## src/rtl/aurora_tx_ingress_if.sv

```systemverilog
// Purpose: AXI4-Stream user ingress bus into aurora_tx_ingress.
// Signals: tvalid/tlast/tdata driven by the user (master), tready returned by the buffer (slave).
interface aurora_tx_ingress_if #(
    parameter int unsigned AXI_DATA_SIZE = 32
);
    logic                     tvalid;
    logic                     tready;
    logic                     tlast;
    logic [AXI_DATA_SIZE-1:0] tdata;

    modport master (output tvalid, output tlast, output tdata, input tready);
    modport slave  (input tvalid, input tlast, input tdata, output tready);
endinterface

```

## src/rtl/aurora_tx_ingress.sv

```systemverilog
// Purpose: AXI4-Stream ingress FIFO that replays stored beats toward aurora_top,
//          one beat per data slot, store-and-forward framed with a one-slot gap between frames.
// Ports:
//   clk, rst_n         clock, asynchronous active-low reset
//   single_lane        1 = slot lasts SINGLE_LANE_DIV cycles, 0 = one cycle
//   link_ready         channel up; a new frame only starts while high
//   s_axis             user stream (slave side), tready combinational from the fill level
//   axi_valid/last/data registered beat toward aurora_top, held for a whole slot
//   fifo_level         stored beats, 0..DEPTH
module aurora_tx_ingress #(
    parameter int unsigned AXI_DATA_SIZE   = 32,
    parameter int unsigned DEPTH           = 16,
    parameter int unsigned SINGLE_LANE_DIV = 4
) (
    input  logic                     clk,
    input  logic                     rst_n,
    input  logic                     single_lane,
    input  logic                     link_ready,
    aurora_tx_ingress_if.slave       s_axis,
    output logic                     axi_valid,
    output logic                     axi_last,
    output logic [AXI_DATA_SIZE-1:0] axi_data,
    output logic [$clog2(DEPTH):0]   fifo_level
);
    localparam int unsigned PTR_W = $clog2(DEPTH);
    localparam int unsigned LVL_W = PTR_W + 1;
    localparam int unsigned CNT_W = (SINGLE_LANE_DIV > 1) ? $clog2(SINGLE_LANE_DIV) : 1;

    typedef enum logic [1:0] {ST_IDLE, ST_SEND, ST_GAP} state_e;

    typedef struct packed {
        logic                     last;
        logic [AXI_DATA_SIZE-1:0] data;
    } beat_t;

    beat_t                    mem_q [DEPTH];
    logic [PTR_W-1:0]         wr_ptr_q, rd_ptr_q;
    logic [LVL_W-1:0]         level_q, level_d;
    logic [LVL_W-1:0]         frames_q, frames_d;
    logic                     ready_en_q;
    logic                     full_c, push_c, pop_c, start_c;
    beat_t                    head_c;

    logic [CNT_W-1:0]         cnt_q, cnt_d, div_m1_c;
    logic                     sl_q, sl_change_c, strobe_c;

    state_e                   state_q, state_d;
    logic                     valid_q, valid_d;
    logic                     last_q, last_d;
    logic [AXI_DATA_SIZE-1:0] data_q, data_d;

    // Ingress handshake; tready stays low during reset and for the first cycle after it.
    assign full_c        = (level_q == LVL_W'(DEPTH));
    assign s_axis.tready = ready_en_q & ~full_c;
    assign push_c        = s_axis.tvalid & s_axis.tready;
    assign head_c        = mem_q[rd_ptr_q];

    // Slot timer: a change of single_lane restarts the count and suppresses this cycle's strobe.
    assign div_m1_c    = single_lane ? CNT_W'(SINGLE_LANE_DIV - 1) : '0;
    assign sl_change_c = (single_lane != sl_q);
    assign strobe_c    = ~sl_change_c & (cnt_q == div_m1_c);

    always_comb begin
        cnt_d = cnt_q + CNT_W'(1);
        if (sl_change_c || (cnt_q == div_m1_c)) begin
            cnt_d = '0;
        end
    end

    // Start a frame once one is complete, or cut through when full to avoid deadlock.
    assign start_c = link_ready & (level_q != '0) & ((frames_q != '0) | full_c);

    // Output FSM, advanced only on slot strobes.
    always_comb begin
        state_d = state_q;
        valid_d = valid_q;
        last_d  = last_q;
        data_d  = data_q;
        pop_c   = 1'b0;
        if (strobe_c) begin
            valid_d = 1'b0;
            last_d  = 1'b0;
            unique case (state_q)
                ST_SEND: begin
                    if (last_q) begin
                        state_d = ST_GAP;
                    end else if (level_q != '0) begin
                        pop_c = 1'b1;
                    end
                end
                ST_IDLE, ST_GAP: begin
                    if (start_c) begin
                        state_d = ST_SEND;
                        pop_c   = 1'b1;
                    end else begin
                        state_d = ST_IDLE;
                    end
                end
                default: state_d = ST_IDLE;
            endcase
            if (pop_c) begin
                valid_d = 1'b1;
                last_d  = head_c.last;
                data_d  = head_c.data;
            end
        end
    end

    // Occupancy and complete-frame bookkeeping.
    always_comb begin
        level_d  = level_q + LVL_W'(push_c) - LVL_W'(pop_c);
        frames_d = frames_q + LVL_W'(push_c & s_axis.tlast) - LVL_W'(pop_c & head_c.last);
    end

    always_ff @(posedge clk or negedge rst_n) begin
        if (!rst_n) begin
            wr_ptr_q   <= '0;
            rd_ptr_q   <= '0;
            level_q    <= '0;
            frames_q   <= '0;
            ready_en_q <= 1'b0;
            cnt_q      <= '0;
            sl_q       <= 1'b0;
            state_q    <= ST_IDLE;
            valid_q    <= 1'b0;
            last_q     <= 1'b0;
            data_q     <= '0;
        end else begin
            if (push_c) wr_ptr_q <= wr_ptr_q + PTR_W'(1);
            if (pop_c)  rd_ptr_q <= rd_ptr_q + PTR_W'(1);
            level_q    <= level_d;
            frames_q   <= frames_d;
            ready_en_q <= 1'b1;
            cnt_q      <= cnt_d;
            sl_q       <= single_lane;
            state_q    <= state_d;
            valid_q    <= valid_d;
            last_q     <= last_d;
            data_q     <= data_d;
        end
    end

    // Storage array carries no reset; the level gates every read.
    always_ff @(posedge clk) begin
        if (push_c) begin
            mem_q[wr_ptr_q] <= '{last: s_axis.tlast, data: s_axis.tdata};
        end
    end

    assign axi_valid  = valid_q;
    assign axi_last   = last_q;
    assign axi_data   = data_q;
    assign fifo_level = level_q;
endmodule

```

## src/flat_wrapper.sv

```systemverilog
// flat-port wrapper written by rule: the top's interface ports become plain ports
module aurora_tx_ingress_flat 
#(
    parameter int unsigned AXI_DATA_SIZE   = 32,
    parameter int unsigned DEPTH           = 16,
    parameter int unsigned SINGLE_LANE_DIV = 4
)
  (clk, rst_n, single_lane, link_ready, axi_valid, axi_last, axi_data, fifo_level, s_axis_tvalid, s_axis_tlast, s_axis_tdata, s_axis_tready);
  aurora_tx_ingress_if #(.AXI_DATA_SIZE(AXI_DATA_SIZE)) s_axis_i ();
  input  logic clk;
  input  logic rst_n;
  input  logic single_lane;
  input  logic link_ready;
  output logic axi_valid;
  output logic axi_last;
  output logic [AXI_DATA_SIZE-1:0] axi_data;
  output logic [$clog2(DEPTH):0] fifo_level;
  input wire logic [$bits(s_axis_i.tvalid)-1:0] s_axis_tvalid;
  input wire logic [$bits(s_axis_i.tlast)-1:0] s_axis_tlast;
  input wire logic [$bits(s_axis_i.tdata)-1:0] s_axis_tdata;
  output wire logic [$bits(s_axis_i.tready)-1:0] s_axis_tready;
  assign s_axis_i.tvalid = s_axis_tvalid;
  assign s_axis_i.tlast = s_axis_tlast;
  assign s_axis_i.tdata = s_axis_tdata;
  assign s_axis_tready = s_axis_i.tready;
  aurora_tx_ingress #(.AXI_DATA_SIZE(AXI_DATA_SIZE), .DEPTH(DEPTH), .SINGLE_LANE_DIV(SINGLE_LANE_DIV)) u_core (.clk(clk), .rst_n(rst_n), .single_lane(single_lane), .link_ready(link_ready), .s_axis(s_axis_i), .axi_valid(axi_valid), .axi_last(axi_last), .axi_data(axi_data), .fifo_level(fifo_level));
endmodule
```

## config.mk

```make
export PLATFORM = sky130hd
export DESIGN_NAME = aurora_tx_ingress_flat
export DESIGN_NICKNAME = d
export VERILOG_FILES = /design/src/rtl/aurora_tx_ingress_if.sv /design/src/rtl/aurora_tx_ingress.sv /design/src/flat_wrapper.sv
export SDC_FILE = /design/constraint.sdc
export NUM_CORES = 1
export LEC_CHECK = 0
export ABC_CLOCK_PERIOD_IN_PS = 12250
export CORE_MARGIN = 5
export CORE_UTILIZATION = 40
export CTS_CLUSTER_DIAMETER = 150
export DETAILED_ROUTE_END_ITERATION = 8
export HOLD_SLACK_MARGIN = 0.05
export PLACE_DENSITY = 0.54
export RECOVER_POWER = 50
export SYNTH_ARGS = -nofsm -noshare
export SYNTH_HDL_FRONTEND = slang
export SYNTH_SLANG_ARGS = --single-unit
```

## constraint.sdc

```tcl
create_clock -name clk -period 12.25 [get_ports clk]
set_clock_uncertainty 0.15 [all_clocks]
set_input_delay 1.225 -clock clk [delete_from_list [all_inputs] [get_ports clk]]
set_output_delay 1.225 -clock clk [all_outputs]
set_load 0.05 [all_outputs]
```

==> results of run 1 <==
==> through the flow <==
step           instances  power [mW]  worst slack, ns  utilization (%)  hold slack, ns
2_1_floorplan       1033       3.771            7.408                -          0.3109
3_3_place_gp        1834       4.318            7.581            43.80          0.3164
3_5_place_dp        1834       4.327            7.492            43.80          0.3255
4_1_cts             1950       6.135            7.598            47.34          0.3002
5_1_grt             1950       6.335            5.735            47.27          0.3636
6_report            1950       6.030            6.392            47.27          0.3329
==> cell type report <==
class	count	area share, %
well taps	748	3.572
multi-input cells	376	18.88
clock inverters	47	1.552
clock buffers	69	5.941
inverters	18	0.2579
repair buffers	106	3.706
flip-flops and latches	586	66.09
==> state kept, by name, summed over array words and instances, names as in the netlist <==
| name | flops |
|---|---|
| u_core.mem_q | 528 |
| u_core.axi_data | 32 |
| u_core.fifo_level | 5 |
| u_core.frames_q | 5 |
| u_core.rd_ptr_q | 4 |
| u_core.wr_ptr_q | 4 |
| u_core.cnt_q | 2 |
| u_core.state_q | 2 |
| u_core.axi_last | 1 |
| u_core.axi_valid | 1 |
| u_core.ready_en_q | 1 |
| u_core.sl_q | 1 |
==> per-layer routing <==
metal | part of all wire, % | GRT usage (%) | wire (µm)
met2 | 49 | 26.52 | 23590
met4 | 2.1 | 4.234 | 991
met3 | 4.3 | 2.486 | 2055
met1 | 44 | 22.34 | 21230
met5 | 0 | 0 | 0
==> path summary, 6_finish.rpt <==
kind / from / endpoint / slack (ns) / cells after the start
min reg2reg: u_core.axi_valid / u_core.axi_valid / 0.33 / 2
min in group asynchronous: rst_n / u_core.axi_data[21] / 0.64 / 1
max reg2reg: u_core.frames_q[2] / u_core.frames_q[4] / 6.39 / 15
max: u_core.frames_q[2] / u_core.frames_q[4] / 6.39 / 15
max in group asynchronous: rst_n / u_core.rd_ptr_q[2] / 7.51 / 2
min: u_core.axi_valid / u_core.axi_valid / 0.33 / 2
==> cell families (layout without fill, tap and decap cells) <==
kind of cell,after synthesis,after routing,share of synthesized area [%]
AND/OR/NAND/NOR,89,89,1.810
multiplexers,166,166,15.18
flip-flops,586,586,77.03
AO/OA/AOI/OAI,86,86,2.773
other,1,1,0.01669
adder cells (fa/ha/maj),19,19,1.125
XOR/XNOR,15,15,0.5847
buffers and inverters,71,240,1.476
==> Yosys cell counts, drive strengths merged, types with 3 or more instances <==
cell,n
a21o,3
a21oi,9
a22oi,64
and2,4
buf,26
clkbuf,27
dfrtp,58
edfxtp,528
ha,17
inv,18
mux2,33
mux4,132
nand2,46
nand2b,3
nor2,17
nor2b,3
nor3,6
o21ai,3
xnor2,11
xor2,4
==> report_power, final <==
group          internal (mW)  total [mW]  switching [mW]
sequential              2.37        2.52           0.153
clock                   1.04        1.80           0.760
combinational          0.761        1.71           0.951
==> worst reg2reg max path, cell delays in order (launching register included) <==
cell,delay [ns]
dfrtp_1,0.38
inv_1,0.09
ha_1,0.14
nor4b_1,0.46
a21oi_1,0.20
o21ai_0,2.54
nor3_1,0.29
ha_1,0.44
inv_1,0.05
ha_1,0.15
inv_1,0.06
fa_1,0.42
inv_1,0.07
a21oi_1,0.06
o21bai_1,0.15
xnor2_1,0.13
==> impl_metrics.yaml, run 1 <==
outcome:
  status: "complete, but fails checks"
  violations: "capacitance limit, slew limit"
detailed_routing:
  vias: 10287
  routed_via_density: 5.275
  ant_nets: 0
  drtPass1Iterations: 5
  drtIter0Drc: 650
  wl_per_cell_um: 24.55
  remaining_drc_errors: 0
  wl_um: 47870
timing:
  tns_ns: 0
  fin_crit_sh_pct: 47.82
  slew_headroom_pct: -129.2
  max_freq_ghz: 0.1707
  tightest_slew_ns: 3.403
  finalHoldViolCount: 0
  period_needed_ns: 5.858
  setup_violations: 0
  slew_violations: 64
  rsz0062_at_grt: "no"
setup_path:
  max_stage_delay_ns: 2.54
  path_max_fanout: 20
  crit_type: "flip-flop to flip-flop"
  worstSetupStartpointType: "flip-flop"
  cp_top_family: "compound AO/OA/AOI/OAI gates"
  path_buf_inv: 4
  cp_slowest_cell: "o21ai_0"
  worst_ep_arrival_time_ns: 6.23
  critPathCaptureType: "flip-flop"
  cpMostUsedCell: "inv_1"
  required_ns: 12.63
  path_cells: "inv_1, ha_1, nor4b_1, a21oi_1, o21ai_0, nor3_1, ha_1, inv_1, ha_1, inv_1, fa_1, inv_1, a21oi_1, o21bai_1, xnor2_1"
power:
  power_leakage_nw: 8.601
  power_density_mw_per_mm2: 230.2
  max-vdd-ir-drop_uv: 137.0
layout:
  antennaDiodeCount: 0
  final-seq-area_mm2: 0.01731
  finalInstanceArea_mm2: 0.02620
  multiInputGateArea_mm2: 0.004946
  area_delta_synth_final_pct: 16.61
  fillers: 4615
  layout_commonest_cell: "edfxtp_1"
  layout_common_cells: "edfxtp_1 (528), mux4_2 (132), a22oi_1 (64), clkbuf_16 (61), dfrtp_1 (56)"
  drive_gt1_share_pct: 25.62
  fin_nets: 1206
floorplanning:
  floorplan.die_area_mm2: 0.06101
  io_pins: 78
  start_util_pct: 40.54
  num_rows: 86
  core-area_mm2: 0.05542
  die_w_um: 247.0
  die_h_um: 247.0
clock_tree:
  cts_made_buffers: 61
  clk_latency_ns: 0.61
  clockRootBuffer: "clkbuf_16"
  cts_resized: 0
  cts_buffer_depth: 3
  clock-sinks: 586
  clk_pin_slew_worst_paths_ns: 0.06
  cts_setup_buffers: 0
  cts_tree: "done"
  cts_hold_buf: 0
  htree_num_levels: 2
global_routing:
  grt_pass1_vias: 11229
  grt_pass1_wl_um: 72750
  grt.overflow.total: 0
  grt_antenna_before_repair: 1
  grt_max_degree: 60
  grtUsageTotal_pct: 15.99
placed_design:
  place.port_buffers: 77
  place_hpwl_um: 26960
  place.gp.congestion: 0.7297
  place_area_mm2: 0.02427
yosys:
  syn_area_per_cell_um2: 21.75
  yosys_warnings: 0
  synth_top_flop_cell: "edfxtp_1"
  ys_types: 42
  yosysTopAreaCellShare_pct: 70.57
  async_reset_ff_share_pct: 9.898
  ys_top_cells_by_area: "edfxtp_1 (71%), mux4_2 (13%), dfrtp_1 (6.5%)"
  synth_edf_count: 528
  synth-seq-area-share_pct: 77.03
  synth_seq_cells: 586
  synth_fp_nets: 1090
  syn-cell-area_mm2: 0.02247
  synthCells: 1033
  synth.largest_area_cell: "edfxtp_1"
flow_run:
  maxCapViolCount: 2
worst_hold_path:
  hp-class: "flip-flop to flip-flop"
Note: power is estimated with default switching activity, not from simulation.
==> run 2: changes to the inputs <==
--- a/config.mk
+++ b/config.mk
@@ -5,7 +5,7 @@
 export SDC_FILE = /design/constraint.sdc
 export NUM_CORES = 1
 export LEC_CHECK = 0
-export ABC_CLOCK_PERIOD_IN_PS = 12250
+export ABC_CLOCK_PERIOD_IN_PS = 5700
 export CORE_MARGIN = 5
 export CORE_UTILIZATION = 40
 export CTS_CLUSTER_DIAMETER = 150
==> constraint.sdc (replaced) <==
create_clock -name clk -period 5.7 [get_ports clk]
set_clock_uncertainty 0.15 [all_clocks]
set_input_delay 0.57 -clock clk [delete_from_list [all_inputs] [get_ports clk]]
set_output_delay 0.57 -clock clk [all_outputs]
set_load 0.05 [all_outputs]
==> impl_metrics.yaml, run 2 (synthesis results as in run 1) <==
global_routing:
  grt_antenna_before_repair: 4
  grt_pass1_vias: 11075
  grtUsageTotal_pct: 16.17
  grt_max_degree: 68
  grt.overflow.total: 0
  grt_pass1_wl_um: 73040
layout:
  top_register: "u_core.mem_q"
  area_delta_synth_final_pct: 16.19
  fin_util_pct: 47.11
  fillers: 4610
  multiInputGateArea_mm2: 0.004966
  largest_reg_flops: 528
  layout_common_cells: "edfxtp_1 (528), mux4_2 (132), a22oi_1 (64), clkbuf_16 (61), dfrtp_1 (56)"
  drive_gt1_share_pct: 24.62
  final-seq-area_mm2: 0.01731
  fin_nets: 1206
  layout_commonest_cell: "edfxtp_1"
  antennaDiodeCount: 0
placed_design:
  place_ws_ns: 1.625
  place.gp.congestion: 0.7173
  place_hpwl_um: 27550
  place.port_buffers: 77
detailed_routing:
  drtPass1Iterations: 4
  vias: 10259
  remaining_drc_errors: 0
  wl_per_cell_um: 24.93
  wl_um: 48420
  routed_via_density: 5.283
  ant_nets: 0
  drtIter0Drc: 644
clock_tree:
  cts_made_buffers: 60
  clk_latency_ns: 0.61
  cts_tree: "done"
  cts_resized: 0
  cts_hold_buf: 1
  cts_setup_buffers: 0
  clockRootBuffer: "clkbuf_16"
  htree_num_levels: 2
  cts_buffer_depth: 3
  clock-sinks: 586
  clk_pin_slew_worst_paths_ns: 0.06
floorplanning:
  core-area_mm2: 0.05542
  num_rows: 86
  start_util_pct: 40.54
  io_pins: 78
  die_h_um: 247.0
  die_w_um: 247.0
  floorplan.die_area_mm2: 0.06101
worst_hold_path:
  hp-class: "flip-flop to flip-flop"
power:
  power_leakage_nw: 8.546
  max-vdd-ir-drop_uv: 298.0
  power_density_mw_per_mm2: 489.5
timing:
  rsz0062_at_grt: "no"
  tns_ns: 0
  finalHoldViolCount: 0
  tightest_slew_ns: 1.066
  fin_crit_sh_pct: 65.54
  slew_headroom_pct: 28.95
  period_needed_ns: 3.736
  slew_violations: 0
  setup_violations: 0
  max_freq_ghz: 0.2677
  worst_slack_ns: 1.964
setup_path:
  path_max_fanout: 20
  worstSetupStartpointType: "flip-flop"
  critPathCaptureType: "flip-flop"
  crit_type: "flip-flop to flip-flop"
  worst_ep_arrival_time_ns: 3.86
  required_ns: 5.83
flow_run:
  maxCapViolCount: 0
outcome:
  status: "complete, no violations"
[run 2: cell count changes in the layout (fill, tap and decap cells not counted), moves of 3 or more]
cell,change
buf_4,+3
bufinv_16,-3
clkbuf_1,+15
clkdlybuf4s50_1,-8
dlygate4sd3_1,+9
clkinv_2,-13
clkinv_1,-7
[run 2: metal layers]
metal / up-vias / global-route usage [%] / share of wire, %
met4: 6 / 4.316 / 2.1
met5: - / 0 / 0.072
met2: 198 / 25.92 / 48
met1: 5483 / 23.20 / 46
met3: 83 / 2.778 / 4.0
li1: 4489 / - / -
[run 2: path summary, 6_finish.rpt]
path,slack (ns),depth (start not counted),end,start
setup / recovery,1.96,7,u_core.mem_q[8][22],u_core.fifo_level[2]
hold / removal,0.34,2,u_core.axi_valid,u_core.axi_valid
setup reg to reg,1.96,7,u_core.mem_q[8][22],u_core.fifo_level[2]
hold reg to reg,0.34,2,u_core.axi_valid,u_core.axi_valid
max in group asynchronous,4.17,2,u_core.rd_ptr_q[2],rst_n
min in group asynchronous,0.49,2,u_core.fifo_level[4],rst_n
[run 2: final cells by class]
class	instances	area share (%)
Inverter	18	0.2588
Tap cell	748	3.585
Sequential cell	586	66.32
Timing Repair Buffer	107	3.863
Clock inverter	18	0.6566
Clock buffer	89	6.288
Multi-Input combinational cell	376	19.02
[run 2: report_power, final]
group	internal [mW]	total (mW)	switching, mW
Sequential	5.09	5.41	0.326
Clock	2.11	3.68	1.56
Combinational	1.63	3.69	2.06
[run 2: per-stage QoR]
step | total power, mW | cell area [µm²] | hold WS, ns | instances
floorplan | 8.105 | 22470 | 0.1244 | 1033
global placement | 9.286 | 24290 | 0.3243 | 1834
detailed placement | 9.306 | 24290 | 0.3356 | 1834
CTS | 13.01 | 26110 | 0.3482 | 1942
global route | 13.42 | 26110 | 0.3606 | 1942
finish | 12.78 | 26110 | 0.3374 | 1942
[run 2: critical path, stage by stage, from the launching register on]
cell,delay (ns)
dfrtp_1,0.37
inv_1,0.07
ha_1,0.22
nor3b_1,0.15
a21oi_1,0.84
nand2_1,0.43
nor2_4,0.73
buf_4,0.43
==> run 3: changes to the inputs <==
--- a/config.mk
+++ b/config.mk
@@ -5,7 +5,7 @@
 export SDC_FILE = /design/constraint.sdc
 export NUM_CORES = 1
 export LEC_CHECK = 0
-export ABC_CLOCK_PERIOD_IN_PS = 5700
+export ABC_CLOCK_PERIOD_IN_PS = 3640
 export CORE_MARGIN = 5
 export CORE_UTILIZATION = 40
 export CTS_CLUSTER_DIAMETER = 150
==> constraint.sdc (replaced) <==
create_clock -name clk -period 3.64 [get_ports clk]
set_clock_uncertainty 0.15 [all_clocks]
set_input_delay 0.364 -clock clk [delete_from_list [all_inputs] [get_ports clk]]
set_output_delay 0.364 -clock clk [all_outputs]
set_load 0.05 [all_outputs]
==> impl_metrics.yaml, run 3 (synthesis results as in run 1) <==
layout:
  fin_nets: 1228
  final-seq-area_mm2: 0.01731
  multiInputGateArea_mm2: 0.004997
  layout_commonest_cell: "edfxtp_1"
  antennaDiodeCount: 0
  fin_util_pct: 47.83
  area_delta_synth_final_pct: 17.98
  fin_cells: 1969
  drive_gt1_share_pct: 26.45
  largest_reg_flops: 528
  layout_common_cells: "edfxtp_1 (528), mux4_2 (132), a22oi_1 (64), clkbuf_16 (60), dfrtp_1 (56)"
  fillers: 4512
  top_register: "u_core.mem_q"
clock_tree:
  clk_pin_slew_worst_paths_ns: 0.06
  htree_num_levels: 2
  cts_buffer_depth: 3
  cts_setup_buffers: 0
  clk_latency_ns: 0.61
  cts_tree: "done"
  clock-sinks: 586
  cts_made_buffers: 60
  clockRootBuffer: "clkbuf_16"
setup_path:
  worst_ep_arrival_time_ns: 3.71
  rrSetupSlack_ns: 0.30
  worstSetupStartpointType: "flip-flop"
  required_ns: 4.01
  reg2reg_from: "u_core.fifo_level[2]"
  crit_type: "flip-flop to flip-flop"
  path_max_fanout: 17
  reg2reg_to: "u_core.fifo_level[4]"
  reg2reg_depth: 15
  critPathCaptureType: "flip-flop"
detailed_routing:
  remaining_drc_errors: 0
  wl_um: 49710
  drtPass1Iterations: 5
  wl_per_cell_um: 25.25
  drtIter0Drc: 817
  ant_nets: 0
  vias: 10493
  routed_via_density: 5.329
placed_design:
  place_ws_ns: 0.1402
  place.gp.congestion: 0.7038
  place.port_buffers: 77
  numPlacedInstances: 1856
  place_hpwl_um: 27960
power:
  p_comb_share_pct: 30.1
  switching_share_pct: 30.92
  pwr-share-clk_pct: 29.1
  max-vdd-ir-drop_uv: 485.5
  seq_power_share_pct: 40.8
  power_density_mw_per_mm2: 767.5
  power.total_mw: 20.34
  switchingPower_mw: 6.290
  power_leakage_nw: 8.732
  internal-power_mw: 14.05
floorplanning:
  die_h_um: 247.0
  start_util_pct: 40.54
  floorplan.die_area_mm2: 0.06101
  die_w_um: 247.0
  core-area_mm2: 0.05542
  io_pins: 78
  num_rows: 86
outcome:
  status: "complete, but fails checks"
  violations: "capacitance limit, slew limit"
global_routing:
  grt_pass1_wl_um: 74930
  grt_max_degree: 70
  grt.overflow.total: 0
  grtUsageTotal_pct: 16.59
  grt_antenna_before_repair: 6
  grt_pass1_vias: 11353
worst_hold_path:
  hp-class: "flip-flop to flip-flop"
  whs_path_depth: 1
  hp-start: "u_core.axi_data[19]"
  min_to: "u_core.axi_data[19]"
timing:
  max_freq_ghz: 0.2990
  finalHoldViolCount: 0
  tightest_slew_ns: 1.857
  period_needed_ns: 3.344
  fin_crit_sh_pct: 91.87
  slew_headroom_pct: -23.83
  rsz0062_at_grt: "no"
  worst_slack_ns: 0.2959
  setup_violations: 0
  slew_violations: 59
flow_run:
  maxCapViolCount: 1
run 3: changes by cell type in the layout (fill, tap and decap cells not counted), sizes merged:
| cell | change |
|---|---|
| buf | +18 |
| bufinv | +2 |
| clkbuf | -4 |
| clkdlybuf4s50 | +2 |
| clkinv | +11 |
| dlygate4sd3 | -2 |
run 3: worst max path at each step:
stage	from	end	slack, ns	cells past startpoint
6_report	u_core.fifo_level[2]	u_core.fifo_level[4]	0.30	15
5_1_grt	u_core.fifo_level[2]	u_core.frames_q[4]	0.07	15
4_1_cts	u_core.frames_q[2]	u_core.fifo_level[4]	0.18	15
3_5_place_dp	single_lane	u_core.fifo_level[4]	0.14	14
3_3_place_gp	single_lane	u_core.fifo_level[4]	0.16	14
2_1_floorplan	u_core.fifo_level[2]	u_core.mem_q[7][0]	-0.22	6
run 3: layout make-up:
type	count	share of cell area, %
Tap cell	748	3.531
Clock buffer	81	6.075
Clock inverter	31	1.067
Timing Repair Buffer	129	4.900
Sequential cell	586	65.32
Inverter	18	0.2549
Multi-Input combinational cell	376	18.85
run 3: per-layer routing:
layer  global-route usage [%]  up-vias  wire (µm)
met5                        0        -         40
met4                    3.741        8        784
met3                    2.767       69       1964
met2                    27.51      192      24830
met1                    23.35     5676      22090
li1                         -     4548          -
run 3: worst max-delay path: stages, from the launching register on:
cell	delay, ns
dfrtp_1	0.39
inv_1	0.10
ha_1	0.17
or3b_2	0.47
a21oi_1	0.33
o21ai_4	0.09
buf_4	0.22
inv_1	0.08
ha_1	0.12
inv_1	0.04
ha_1	0.20
fa_1	0.44
a21oi_1	0.17
nor2_1	0.05
nor2_1	0.11
xnor2_1	0.12
run 3: power groups by stage:
stage | clock network [mW] | logic (mW) | registers, mW
after floorplan | 0 | 3.65 | 9.06
after global placement | 0 | 6.30 | 8.42
after detailed placement | 0 | 6.30 | 8.45
after CTS | 6.08 | 6.32 | 8.31
after global routing | 6.40 | 6.61 | 8.37
final | 5.91 | 6.13 | 8.30
run 3: through the flow:
stage                     hold slack [ns]  area, µm²  setup TNS (ns)
after floorplan                  -0.08159      22500          -53.12
after global placement             0.3376      24610               0
after detailed placement           0.3446      24610               0
after CTS                          0.2403      26520               0
after global routing               0.3712      26510               0
final                              0.3531      26510               0
run 3: timing repair:
action,in CTS,in global routing
endpoints found under the setup margin,0,1
hold endpoints to repair,58,0
resized for setup,0,1
hold buffers,1,0
